**config.mk**
```make
export PLATFORM = sky130hd
export DESIGN_NAME = mem_port_arbiter
export DESIGN_NICKNAME = d
export VERILOG_FILES = /design/src/rtl/mem_port_arbiter.sv
export SDC_FILE = /design/constraint.sdc
export NUM_CORES = 1
export LEC_CHECK = 0
export ABC_AREA = 0
export CORE_MARGIN = 1
export CORE_UTILIZATION = 23
export DETAILED_ROUTE_END_ITERATION = 10
export GPL_TIMING_DRIVEN = 0
export HOLD_SLACK_MARGIN = 0.15
export PLACE_DENSITY = 0.86
export SLEW_MARGIN = 20
export SYNTH_ARGS = -nofsm -noshare
export SYNTH_HDL_FRONTEND = slang
export SYNTH_SLANG_ARGS = --single-unit
```
**constraint.sdc**
```tcl
create_clock -name clk -period 1.7 [get_ports clk]
set_clock_uncertainty 0.2 [all_clocks]
set_input_delay 0.255 -clock clk [delete_from_list [all_inputs] [get_ports clk]]
set_output_delay 0.255 -clock clk [all_outputs]
set_load 0.03 [all_outputs]
```
**src/rtl/mem_port_arbiter.sv**
```systemverilog
// Shares one fixed-latency single-port memory between instruction fetch and data access.
// Data has priority; a streak counter forces a fetch grant after MAX_DSTREAK data grants.
module mem_port_arbiter #(
  parameter int ADDR_W      = 16,
  parameter int DATA_W      = 16,
  parameter int MEM_LAT     = 2,
  parameter int MAX_DSTREAK = 4
) (
  input  logic              clk,
  input  logic              reset,
  input  logic              if_req,
  input  logic [ADDR_W-1:0] if_addr,
  output logic              if_gnt,
  output logic              if_rvalid,
  output logic [DATA_W-1:0] if_rdata,
  output logic              if_stall,
  input  logic              d_req,
  input  logic              d_we,
  input  logic [ADDR_W-1:0] d_addr,
  input  logic [DATA_W-1:0] d_wdata,
  output logic              d_gnt,
  output logic              d_rvalid,
  output logic [DATA_W-1:0] d_rdata,
  output logic              d_stall,
  output logic              mem_en,
  output logic              mem_we,
  output logic [ADDR_W-1:0] mem_addr,
  output logic [DATA_W-1:0] mem_wdata,
  input  logic [DATA_W-1:0] mem_rdata,
  output logic              busy
);

  typedef enum logic {S_IDLE, S_WAIT} state_t;

  localparam logic [3:0] LAT_M1 = 4'(MEM_LAT - 1);
  localparam logic [3:0] MAX_DS = 4'(MAX_DSTREAK);

  state_t     state_q, state_d;
  logic       owner_q, owner_d;   // 1 = data port owns the outstanding access
  logic [3:0] cnt_q, cnt_d;
  logic [3:0] dstreak_q, dstreak_d;
  logic       d_win, f_win;

  always_ff @(posedge clk or posedge reset) begin
    if (reset) begin
      state_q   <= S_IDLE;
      owner_q   <= 1'b0;
      cnt_q     <= '0;
      dstreak_q <= '0;
    end else begin
      state_q   <= state_d;
      owner_q   <= owner_d;
      cnt_q     <= cnt_d;
      dstreak_q <= dstreak_d;
    end
  end

  always_comb begin
    state_d   = state_q;
    owner_d   = owner_q;
    cnt_d     = cnt_q;
    dstreak_d = dstreak_q;
    d_win     = 1'b0;
    f_win     = 1'b0;
    if_gnt    = 1'b0;
    if_rvalid = 1'b0;
    if_rdata  = '0;
    d_gnt     = 1'b0;
    d_rvalid  = 1'b0;
    d_rdata   = '0;
    mem_en    = 1'b0;
    mem_we    = 1'b0;
    mem_addr  = '0;
    mem_wdata = '0;

    case (state_q)
      S_IDLE: begin
        d_win = d_req & (~if_req | (dstreak_q < MAX_DS));
        f_win = if_req & ~d_win;
        if (d_win) begin
          d_gnt     = 1'b1;
          mem_en    = 1'b1;
          mem_we    = d_we;
          mem_addr  = d_addr;
          mem_wdata = d_wdata;
          owner_d   = 1'b1;
          cnt_d     = LAT_M1;
          state_d   = S_WAIT;
          // d_win with if_req pending implies dstreak_q < MAX_DS, so no overflow here
          dstreak_d = if_req ? dstreak_q + 4'd1 : 4'd0;
        end else if (f_win) begin
          if_gnt    = 1'b1;
          mem_en    = 1'b1;
          mem_addr  = if_addr;
          owner_d   = 1'b0;
          cnt_d     = LAT_M1;
          state_d   = S_WAIT;
          dstreak_d = 4'd0;
        end else begin
          dstreak_d = 4'd0;
        end
      end
      S_WAIT: begin
        if (cnt_q == 4'd0) begin
          if (owner_q) begin
            d_rvalid = 1'b1;
            d_rdata  = mem_rdata;
          end else begin
            if_rvalid = 1'b1;
            if_rdata  = mem_rdata;
          end
          state_d = S_IDLE;
        end else begin
          cnt_d = cnt_q - 4'd1;
        end
      end
      default: state_d = S_IDLE;
    endcase

    if_stall = if_req & ~if_gnt;
    d_stall  = d_req & ~d_gnt;
    busy     = (state_q == S_WAIT);

    // Outputs go quiet the moment reset is raised, not at the next edge.
    if (reset) begin
      if_gnt    = 1'b0;
      if_rvalid = 1'b0;
      if_rdata  = '0;
      if_stall  = 1'b0;
      d_gnt     = 1'b0;
      d_rvalid  = 1'b0;
      d_rdata   = '0;
      d_stall   = 1'b0;
      mem_en    = 1'b0;
      mem_we    = 1'b0;
      mem_addr  = '0;
      mem_wdata = '0;
      busy      = 1'b0;
    end
  end

endmodule
```
==> impl.org <==
** Status
- Result of the run :: complete, but fails checks
- Violations in the final reports :: setup timing

** Timing
- Final Max Tran Viols :: 0
- The number of endpoints with negative hold slack in the final report was 0.
- Setup violations remaining at the end of the flow were counted as 73.
- In this run the tightest slew margin relative to its limit is 76.0%.
- Minimum setup slack in the final design :: -519 ps
- Transition at the pin with the smallest max-transition slack :: 358 ps
- Setup repair after global routing could not meet its margin everywhere.
- Minimum clock period :: 2220 ps
- Part of the cycle the worst path needs :: 131%
- Fmax :: 0.451 GHz

** Yosys
- Synthesized netlist cell count :: 132
- Largest area contributor in the synthesized netlist :: sky130_fd_sc_hd__and2_1
- In this run the mean area of a mapped cell was 8.48 sq um.
- Share of Yosys cell area claimed by the top area cell type :: 27.9%
- Synthesis instantiated 35 different standard cells from the library.
- By area the synthesized netlist is led by sky130_fd_sc_hd__and2_1 (28%), sky130_fd_sc_hd__dfrtp_1 (22%), sky130_fd_sc_hd__a22o_2 (14%), sky130_fd_sc_hd__a2111oi_4 (2.5%), sky130_fd_sc_hd__buf_2 (2.2%).
- After synthesis the cells add up to 1120 sq um.
- Share of the yosys chip area belonging to registers :: ~22%
- Synthesis warning total :: 0
- The number of nets in the synthesized netlist is 203.
- Counting flops and latches in the post-synthesis netlist gives 10.

** Clock tree
- CTS placed an instance of sky130_fd_sc_hd__clkbuf_8 at the clock tree root.
- TritonCTS buffer count :: 3
- In this run the number of H-tree levels came out at 1.
- Clock latency on the worst-skew pair :: ~240 ps
- Worst-path clk slew :: 50 ps
- TritonCTS clock tree :: built
- Clock sink total :: 10
- No sink is reached through more buffers than the 2 on the longest clock path.

** Die
- The floorplan has 25 rows.
- Vert. Die Dim :: 71.8 microns
- Initial core utilization :: 23.9%
- Boundary pin count :: around 140
- The total area inside the core boundary comes to 4690 sq um.
- From left edge to right edge, the die measures 71.8 microns.
- Floorplan die area :: 5150 sq um

** Job
- Max-cap viol count :: 0

** Global routing
- The number of global-route vias before repair was 1633.
- The first global-routing pass estimated between 8000 and 9000 microns of wire.
- Antenna violations before repair :: 0
- Entering global routing, the biggest net connects 11 pins.
- The total overflow left after global routing is 0.
- Global-route usage over all layers :: 21.5%

** Setup path
- Top fanout value on the critical path :: 5
- The critical path is of the reg -> out type.
- Endpoint arrival time on the critical path :: 1760 ps
- Endpoint class of the critical path :: primary output
- At the worst endpoint, the required time is 1240 ps.
- STA classifies the critical path startpoint as a register.

** Detailed routing
- Dividing the detail-routed wire length by the instance count gives 17.7 microns.
- Post-DRT Antenna Nets :: 0
- The final layout contains routed wiring with a total length of 6490 microns.
- Violation count after the first detailed-route iteration :: 60
- The detailed router placed 1737 vias in this run.
- After detailed routing, the number of vias per cell comes to 4.75.
- After detailed routing, the number of remaining DRC violations is 0.
- The pre-antenna-repair detailed-routing pass consisted of 6 iterations.

** Layout
- Cells with a size suffix above 1 make up 65.7% of the layout.
- Net count, final :: 384
- Once layout is complete, the cells apart from fillers number roughly 370.
- The repair_antennas step left the layout with diodes totalling 0.
- The area growth from synthesis to layout is 211%.

** Pwr
- The completed layout was analyzed and its total power is between 3 and 4 mW.
- Dividing total power by cell area gives a power density of 872 nW/um^2.
- VDD IR-drop max :: about 0.00061 V
- Leak pwr :: between 1.5 and 2 nW

** Hold path
- The tightest min-delay check is of the in -> reg type.

** Place
- Total placed cells including tap cells :: 326
- At the end of routability-driven placement, the weighted congestion stood at 0.729.
- Port buffering added 140 buffers.
- Estimated wirelength of the detail-placed design :: 4250 microns
==> layout make-up <==
| class | instances | area, sq um |
|---|---|---|
| Timing Repair Buffer | 177 | 1860 |
| Inverter | 4 | 18.8 |
| Fill cell | 303 | 1210 |
| Multi-Input combinational cell | 107 | 1080 |
| Tap cell | 54 | 67.6 |
| Clock buffer | 4 | 55.1 |
| Sequential cell | 10 | 250 |
| Buffer | 10 | 146 |
==> cells by family after synthesis <==
kind of cell | after synthesis | synth area share, %
muxes | 1 | 1.01
AOI/OAI and AO/OA | 29 | 23.9
adders and majority gates | 2 | 2.23
and+or+nand+nor | 74 | 42.3
xor gates and xnor gates | 1 | 0.782
buffers and inverters | 15 | 7.37
DFF | 10 | 22.3
==> what timing repair did <==
item / in CTS / in global routing
endpoints found under the setup margin: 73 / 75
gates cloned: 2 / 5
hold endpoints to repair: 12 / 0
buffers inserted: 19 / 9
hold buffers: 2 / 0
pin swaps: 15 / 5
resized for setup: 526 / 27
==> metrics by stage <==
| step | instance area [sq um] | setup WS (ps) | setup TNS (ps) | utilization [%] | hold WS (ps) |
|---|---|---|---|---|---|
| detailed placement | 2880 | -1440 | -82440 | 61.5 | 305 |
| global placement | 2880 | -1410 | -80690 | 61.5 | 297 |
| floorplan | 1420 | -229 | -10710 | - | -96.7 |
| global route | 3490 | -571 | -36610 | 74.3 | 194 |
| finish | 3490 | -519 | -31970 | 74.3 | 181 |
| CTS | 3260 | -475 | -28620 | 69.4 | 159 |
==> report_power, final <==
| group | switching, mW | internal [mW] | leakage, nW |
|---|---|---|---|
| combinational | 1.03 | 1.29 | 1.51 |
| sequential | 0.0891 | 0.332 | 0.126 |
| clock | 0.101 | 0.204 | 0.0288 |
==> path summary, 6_finish.rpt <==
path / from / to / slack (ps) / cells past startpoint
min: d_req / owner_q / 180 / 3
min reg2reg: dstreak_q[1] / dstreak_q[1] / 340 / 1
max reg2reg: cnt_q[0] / cnt_q[3] / -180 / 5
max in group asynchronous: reset / dstreak_q[2] / 470 / 4
min in group asynchronous: reset / owner_q / 690 / 4
max: cnt_q[0] / if_rdata[12] / -520 / 8
==> state kept, by name, summed over array words and instances, names as in the netlist <==
register	flops
owner_q	1
cnt_q	4
dstreak_q	4
state_q	1
==> synthesized netlist by cell type (all sizes together) <==
master / number
a22o: 18
nor3b: 2
or3: 1
or4b: 1
nor2b: 2
o21ai: 2
nor2: 3
nand2: 3
o211a: 1
or3b: 1
o21a: 1
and2: 50
inv: 4
xnor2: 1
dfrtp: 10
nand3: 2
buf: 9
nor4: 1
ha: 2
o211ai: 2
a2111oi: 1
a21oi: 4
nor3: 3
mux2: 1
clkbuf: 2
and3b: 2
and2b: 1
and3: 2
==> critical path, stage by stage, from the launching register on <==
cell	delay, ps
sky130_fd_sc_hd__dfrtp_1	390
sky130_fd_sc_hd__inv_2	80
sky130_fd_sc_hd__ha_4	130
sky130_fd_sc_hd__nor3b_4	190
sky130_fd_sc_hd__and3b_2	240
sky130_fd_sc_hd__buf_6	130
sky130_fd_sc_hd__clkbuf_16	130
sky130_fd_sc_hd__and2_4	130
sky130_fd_sc_hd__buf_6	120
==> placed cells by master (no fill, tap or decap), drive strengths merged, types with 3 or more instances in the layout <==
| cell type | netlist | final |
|---|---|---|
| nand2 | 3 | 3 |
| clkdlybuf4s50 | 0 | 65 |
| a21oi | 4 | 4 |
| clkbuf | 2 | 9 |
| nor3 | 3 | 3 |
| and2 | 50 | 50 |
| inv | 4 | 3 |
| a22o | 18 | 18 |
| buf | 9 | 113 |
| dfrtp | 10 | 10 |
| nor2 | 3 | 3 |
==> metal layers <==
| layer | up-vias | wire length [microns] | track usage [%] |
|---|---|---|---|
| li1 | 820 | - | - |
| met1 | 829 | 2230 | 24.1 |
| met2 | 84 | 3790 | 42.6 |
| met3 | 4 | 443 | 3.80 |
| met4 | 0 | 29 | 3.27 |
| met5 | - | 0 | 0 |
Note: power is estimated with default switching activity, not from simulation.
==> patch (same settings) <==
Make the reset (`reset`) synchronous in one clocked block.
--- a/src/rtl/mem_port_arbiter.sv
+++ b/src/rtl/mem_port_arbiter.sv
@@ -41,7 +41,7 @@
   logic [3:0] dstreak_q, dstreak_d;
   logic       d_win, f_win;
 
-  always_ff @(posedge clk or posedge reset) begin
+  always_ff @(posedge clk) begin
     if (reset) begin
       state_q   <= S_IDLE;
       owner_q   <= 1'b0;
Formal check against the unedited RTL: no difference found for any inputs over 10 cycles, from zero or initial values and one cycle with reset high; that may be too few to reach the edited logic, so the function may still have changed.
==> patch against the original RTL <==
  * The run still ends with setup timing left
  * Cell count up 3.0%
  * Sequential cell count unchanged
  * Synthesized area fell by 5.5%
  * Wire length rose by 4.5%
  * First-iteration DRC count is 35% lower
  * Final area grew 2.5%
  * Non-clock buffer count rose by 8
  * Worst setup slack got worse by 0.18 ns
  * Global-route usage is 5.4 points higher
  * Utilization is 7.2 points higher
  * Critical endpoint is now d_rdata[13]
Power is not compared: it rests on default switching activity, and its combinational part moved more than twofold at a synthesized area within 25%.
==> patch: results <==
export IMPL_final_nets=398
export IMPL_io_buffers=141
export IMPL_ff2ff_setup_slack_ns=-0.07
export IMPL_outcome="finished, violations left"
export IMPL_use_met2_pct=54.5
export IMPL_reg2reg_from="cnt_q[0]"
export IMPL_post_cts_buffers=30
export IMPL_setup_slack_ns=-0.701
export IMPL_track_usage_pct=26.9
export IMPL_grt_pass1_vias=1936
export IMPL_met3_usage_pct=3.78
export IMPL_violations="setup timing"
export IMPL_crit_end="d_rdata[13]"
export IMPL_hold_depth=1
export IMPL_yosys_top_cells_area="and2_1 30%, dfxtp_1 19%, a22o_1 13%, buf_2 3.8%, ha_1 2.4%"
export IMPL_avgSynthCellArea_um2=7.62
export IMPL_routed_wl_mm=6.78
export IMPL_numPlacedInstances=332
export IMPL_grtUsageMet1_pct=26.1
export IMPL_min_from="dstreak_q[1]"
export IMPL_setup_violations=73
export IMPL_routed_via_count=1843
export IMPL_yosys_top_cells_count="50 x and2_1, 16 x a22o_1, 10 x dfxtp_1"
export IMPL_r2r_end="cnt_q[3]"
export IMPL_grt_pass1_wl_mm=10.2
export IMPL_ys_types=34
export IMPL_reg2regPathDepth=7
export IMPL_cts_resized=575
export IMPL_synthFlopType="dfxtp_1"
export IMPL_route_met3_wl_um=433
export IMPL_syn_nets=210
[patch: final cells by class]
cell class,instances,area (um2),area share [%]
Sequential cell,10,214,5.99
Tap cell,52,65.1,1.82
Timing Repair Buffer,188,2020,56.5
Multi-Input combinational cell,113,1130,31.6
Inverter,4,15.0,0.420
Buffer,7,88.8,2.49
Clock buffer,3,41.3,1.16
[patch: through the flow]
| stage | TNS, ns | power, uW |
|---|---|---|
| detailed placement | -78.24 | 1040 |
| global route | -37.01 | 1670 |
| floorplan | -7.02 | 693 |
| global placement | -76.70 | 1030 |
| CTS | -33.33 | 1500 |
| finish | -33.47 | 1600 |
[patch: cells by family (layout without fill, tap and decap cells)]
kind of cell	count (synthesis)	in the layout	synth area share (%)
AND/OR/NAND/NOR	79	79	47.3
buffers and inverters	16	202	7.68
AO/OA/AOI/OAI	31	31	22.9
adder cells (fa/ha/maj)	2	2	2.36
flip-flops	10	10	18.9
XOR/XNOR	1	1	0.828
